$ cat src/rtl/cube_ctrl_pkg.sv
// cube_ctrl_pkg: shared state/transaction types and default widths for the LED frame sequencer.
package cube_ctrl_pkg;
    localparam int DEF_SHIFT_WIDTH  = 16;
    localparam int DEF_PWM_BITS     = 8;
    localparam int DEF_NUM_LAYERS   = 16;
    localparam int DEF_BLANK_CYCLES = 4;

    typedef enum logic [2:0] {IDLE, LOAD, SHIFT, LATCH, BLANK} state_t;
    typedef enum logic {TXN_PWM, TXN_BRIGHT} txn_t;
endpackage

$ cat src/rtl/led_frame_sequencer_serial_bit_timer.sv
// serial_bit_timer: two-phase bit clock for one shift transaction; raises last_bit on the final phase.
module serial_bit_timer #(
    parameter int SHIFT_WIDTH = 16
) (
    input  logic clk,
    input  logic reset,
    input  logic run,
    output logic shift,
    output logic serial_clk,
    output logic last_bit
);
    localparam int CW = $clog2(2 * SHIFT_WIDTH);

    logic [CW-1:0] cnt;

    always_ff @(posedge clk)
        cnt <= (reset || !run) ? '0 : cnt + 1'b1;

    assign serial_clk = run && !cnt[0];
    assign shift      = run && cnt[0];
    assign last_bit   = run && (cnt == CW'(2 * SHIFT_WIDTH - 1));
endmodule

$ cat src/rtl/led_frame_sequencer.sv
// led_frame_sequencer: drives PWM time, PISO strobes, sink clock/latch and layer stepping.
// Optional LAYER_BLANK_EN inserts a BLANK_CYCLES output-disable gap at each layer change.
module led_frame_sequencer
    import cube_ctrl_pkg::*;
#(
    parameter int SHIFT_WIDTH  = DEF_SHIFT_WIDTH,
    parameter int PWM_BITS     = DEF_PWM_BITS,
    parameter int NUM_LAYERS   = DEF_NUM_LAYERS,
    parameter int BLANK_CYCLES = DEF_BLANK_CYCLES
) (
    input  logic                          clk,
    input  logic                          reset,
    input  logic                          enable,
    input  logic                          brightness_req,
    output logic [PWM_BITS-1:0]           pwm_time,
    output logic                          load_led_vals,
    output logic                          load_brightness,
    output logic                          shift,
    output logic                          serial_clk,
    output logic                          latch,
    output logic                          brightness_latch,
    output logic [$clog2(NUM_LAYERS)-1:0] layer_sel,
    output logic                          layer_oe,
    output logic                          frame_done,
    output logic                          busy
);
    localparam int LW = $clog2(NUM_LAYERS);
    localparam int BW = $clog2(BLANK_CYCLES + 1);
`ifdef LAYER_BLANK_EN
    localparam bit BLANK_EN = 1'b1;
`else
    localparam bit BLANK_EN = 1'b0;
`endif

    state_t        state, state_next;
    txn_t          txn;
    logic          pending, svc_ok, last_bit, wrap, layer_wrap, do_bright;
    logic [BW-1:0] blank_cnt;

    serial_bit_timer #(.SHIFT_WIDTH(SHIFT_WIDTH)) u_timer (
        .clk        (clk),
        .reset      (reset),
        .run        (state == SHIFT),
        .shift      (shift),
        .serial_clk (serial_clk),
        .last_bit   (last_bit)
    );

    // Brightness reloads only at period boundaries so a PWM period is never split.
    assign do_bright  = pending && svc_ok;
    assign wrap       = (txn == TXN_PWM) && (pwm_time == '1);
    assign layer_wrap = wrap && (layer_sel == LW'(NUM_LAYERS - 1));
    assign busy       = state != IDLE;
    assign layer_oe   = (state != IDLE) && (state != BLANK);

    always_comb begin
        state_next       = state;
        load_led_vals    = 1'b0;
        load_brightness  = 1'b0;
        latch            = 1'b0;
        brightness_latch = 1'b0;
        frame_done       = 1'b0;
        case (state)
            IDLE:  state_next = enable ? LOAD : IDLE;
            LOAD: begin
                state_next      = SHIFT;
                load_brightness = do_bright;
                load_led_vals   = !do_bright;
            end
            SHIFT: state_next = last_bit ? LATCH : SHIFT;
            LATCH: begin
                latch            = txn == TXN_PWM;
                brightness_latch = txn == TXN_BRIGHT;
                frame_done       = layer_wrap;
                state_next       = (BLANK_EN && wrap) ? BLANK : enable ? LOAD : IDLE;
            end
            BLANK: state_next = (blank_cnt == BW'(BLANK_CYCLES - 1)) ? (enable ? LOAD : IDLE) : BLANK;
            default: state_next = IDLE;
        endcase
    end

    always_ff @(posedge clk) begin
        if (reset) begin
            state     <= IDLE;
            txn       <= TXN_PWM;
            pending   <= 1'b1;
            svc_ok    <= 1'b0;
            pwm_time  <= '0;
            layer_sel <= '0;
            blank_cnt <= '0;
        end else begin
            state     <= state_next;
            pending   <= ((state == LATCH && txn == TXN_BRIGHT) ? 1'b0 : pending) | brightness_req;
            svc_ok    <= ((state == IDLE && enable) || (state == LATCH && wrap)) ? 1'b1 :
                         (state == LOAD) ? 1'b0 : svc_ok;
            blank_cnt <= (state == BLANK) ? blank_cnt + 1'b1 : '0;
            if (state == LOAD)
                txn <= do_bright ? TXN_BRIGHT : TXN_PWM;
            if (state == LATCH && txn == TXN_PWM) begin
                pwm_time <= pwm_time + 1'b1;
                if (wrap)
                    layer_sel <= layer_wrap ? '0 : layer_sel + 1'b1;
            end
        end
    end
endmodule

$ cat config.mk
export PLATFORM = sky130hd
export DESIGN_NAME = led_frame_sequencer
export DESIGN_NICKNAME = d
export VERILOG_FILES = /design/src/rtl/cube_ctrl_pkg.sv /design/src/rtl/led_frame_sequencer_serial_bit_timer.sv /design/src/rtl/led_frame_sequencer.sv
export SDC_FILE = /design/constraint.sdc
export NUM_CORES = 1
export LEC_CHECK = 0
export CORE_MARGIN = 2
export CORE_UTILIZATION = 52
export DETAILED_ROUTE_END_ITERATION = 6
export PLACE_DENSITY = 0.93
export SKIP_LAST_GASP = 1
export SLEW_MARGIN = 20
export SYNTH_ARGS = -nofsm -noshare
export SYNTH_HDL_FRONTEND = slang
export SYNTH_SLANG_ARGS = --single-unit
$ cat constraint.sdc
create_clock -name clk -period 3.95 [get_ports clk]
set_input_delay 0.395 -clock clk [delete_from_list [all_inputs] [get_ports clk]]
set_output_delay 0.395 -clock clk [all_outputs]
set_load 0.02 [all_outputs]
==> reports/metrics.yaml <==
global_routing:
  grt.total_usage: 0.188
  antenna_violations_before_repair: 0
  grt_pass1_wl_mm: 3.73
  maximum_number_of_pins_on_one_net_before_global_route_repair: 18
  grt_pass1_vias: 948
  globalRoute.totalOverflow: 0
timing:
  finalCritPeriodShare: 0.742
  fin_tns_setup_ns: 0
  timing.final.hold_violations: 0
  timing.final.crit_period_ns: 2.93
  slew-limit-headroom: 0.588
  maxSlewViolCount: 0
  unrepaired_setup_endpoints_after_global_routing: "no"
  worst_clock_skew_ns: 0.00371
  setup_failing_eps_final: 0
  timing_worst_slew_pin_value_ns: 0.616
  achievable-frequency_mhz: 341
yosys:
  yosys_warnings: 0
  ys_dominant_reg_cell: "dfxtp_1"
  post_synth_inst_count: 131
  synth-edff-count: 0
  syn_area_sq_mm: 0.00115
  synthDistinctLibCells: 32
  synth_async_sr_flop_share: 0
  synth_seq_area_share: 0.453
  flip_flop_and_latch_count_after_synthesis: 26
  synthesis.nets: 141
  postSynthAreaPerCell_sq_um: 8.78
cts:
  clkSinkCount: 26
  path_clk_slew_ns: 0.13
  cts-root-to-sink-buffers: 2
  clk_root_buffer_cell: "clkbuf_4"
  tritoncts.num_buffers: 3
  tritoncts: "done"
  worstSkewPairLatency_ns: 0.32
  postCtsHoldBufs: 0
  h_tree_lvl_count: 1
  postCtsSetupRepairBufs: 0
  cts_resized: 0
drt:
  route.antenna.remaining_nets: 0
  routed_via_density: 5.25
  totalWireLength_mm: 2.19
  drc_errors: 0
  dr.pass1.iters: 4
  average_wire_per_standard_cell_um: 12.0
  vias: 961
  drt_iter0_markers: 14
worst_setup_path:
  setup.worst_path.start: "state[0]$_SDFF_PP0_"
  timing.rr.start: "state[0]$_SDFF_PP0_"
  crit_required_ns: 3.56
  worst_setup_path_type: "flip-flop to output pin"
  r2r.worst_path.cells: 4
  critical_path_arrival_ns: 2.54
  critical_path.endpoint: "frame_done"
  crit_path_max_fanout: 11
  crit_end_element: "output pin"
  cp-start-kind: "flip-flop"
  setup.reg_to_reg.worst_slack_ns: 1.86
  worstReg2RegEnd: "layer_sel[0]$_SDFFE_PP0P_"
finish:
  area.sequential_sq_um: 520
  multi_input_comb_area_sq_um: 579
  final_cell_mix: "dfxtp_1, clkdlybuf4s50_1, nor2_1"
  n_diodes: 0
  final_common_cell: "dfxtp_1"
  design.final.nets: 166
  fillers: 177
  util_after_layout: 0.673
  area_growth_pct: 25.7
  drive_gt1_frac: 0.0516
die:
  die_x_um: 51.0
  floorplan.core_area_sq_mm: 0.00215
  floorplan.die_area_sq_mm: 0.00260
  io_pins: 25
  dieHeight_um: 51.0
  initial_standard_cell_utilization_of_the_core: 0.535
  placement_rows: 17
outcome:
  outcome: "finished, final reports clean"
pwr:
  power.net_switching_mw: 0.110
  p_leak_nw: 0.547
  p_int_mw: 0.346
  portion_of_total_power_attributed_to_combinational_logic: 0.106
  seq_power_share: 0.603
  power-per-cell-area_mw_per_mm2: 315
  switching_share: 0.241
  p_clk_frac: 0.291
  power.ir.vdd_worst_v: 0.000228
hold_path:
  min-delay-path-class: "flip-flop to flip-flop"
place:
  port-buffer-count: 24
  place.detailed.hpwl_mm: 1.71
  gp_routability_congestion: 0.830
run:
  max_cap_viol_count: 0
==> power groups by stage <==
stage               combinational (mW)  clock (mW)  sequential, mW
finish                          0.0482       0.133           0.275
global route                    0.0525       0.147           0.276
CTS                             0.0486       0.136           0.275
detailed placement              0.0482           0           0.281
global placement                0.0477           0           0.280
floorplan                       0.0309           0           0.278
==> final cells by class <==
cell class,instances,area share
inverter,9,0.0234
clock buffer,4,0.0251
timing repair buffer,24,0.166
tap,28,0.0242
sequential,26,0.360
multi-input combinational,92,0.401
==> sequential cells by signal, indices dropped and copies added, names as in the netlist <==
| register | cells |
|---|---|
| blank_cnt | 3 |
| layer_sel | 4 |
| pending | 1 |
| pwm_time | 8 |
| state | 3 |
| svc_ok | 1 |
| txn | 1 |
| u_timer.cnt | 5 |
==> kinds of logic after synthesis <==
logic type,share of synthesized area
xor+xnor,0.0762
mux,0.0272
compound gates,0.0686
simple gates,0.267
fa+ha+maj,0.0653
flops,0.453
buf+inv,0.0435
==> layer usage <==
layer,part of all wire,global-route usage,vias up
met5,0,0,-
met4,0.024,0.108,0
met3,0.038,0.0322,6
met2,0.54,0.357,23
met1,0.39,0.189,452
li1,-,-,480
==> per-stage QoR <==
stage                     hold WS, ns  cell area (sq um)  power [mW]  setup WS (ns)  std cells
final                           0.439               1450       0.456           1.02        183
after global routing            0.461               1450       0.475          0.905        183
after detailed placement        0.428               1410       0.329           1.39        179
after global placement          0.406               1410       0.327           1.45        179
after floorplan                 0.399               1150       0.308           1.89        131
after CTS                       0.447               1450       0.460           1.02        183
==> how the worst min path moves through the flow <==
| stage | slack [ns] | cells after the start | from | to |
|---|---|---|---|---|
| after floorplan | 0.40 | 1 | blank_cnt[0]$_SDFF_PP0_ | blank_cnt[0]$_SDFF_PP0_ |
| after global placement | 0.41 | 1 | blank_cnt[0]$_SDFF_PP0_ | blank_cnt[0]$_SDFF_PP0_ |
| after detailed placement | 0.43 | 1 | blank_cnt[0]$_SDFF_PP0_ | blank_cnt[0]$_SDFF_PP0_ |
| after CTS | 0.45 | 1 | blank_cnt[0]$_SDFF_PP0_ | blank_cnt[0]$_SDFF_PP0_ |
| after global routing | 0.46 | 1 | blank_cnt[0]$_SDFF_PP0_ | blank_cnt[0]$_SDFF_PP0_ |
| final | 0.44 | 1 | blank_cnt[0]$_SDFF_PP0_ | blank_cnt[0]$_SDFF_PP0_ |
==> synthesized netlist by cell type (3+ instances only) <==
master / instances / area [sq um]
and2_1: 3 / 18.8
nand2_1: 15 / 56.3
nor3_1: 4 / 20.0
nor2_1: 22 / 82.6
xnor2_1: 5 / 43.8
xor2_1: 5 / 43.8
ha_1: 6 / 75.1
nand4_1: 3 / 18.8
nand3_1: 5 / 25.0
a21oi_1: 5 / 25.0
dfxtp_1: 26 / 521
inv_1: 8 / 30.0
==> worst max-delay path, stage by stage, from the launching register on <==
cell and delay (ns):
dfxtp_1 0.61, nand4bb_4 0.17, or4_1 0.69, nor2_1 0.14, clkdlybuf4s50_1 0.61
No activity file was read; power rests on OpenSTA's default activity.
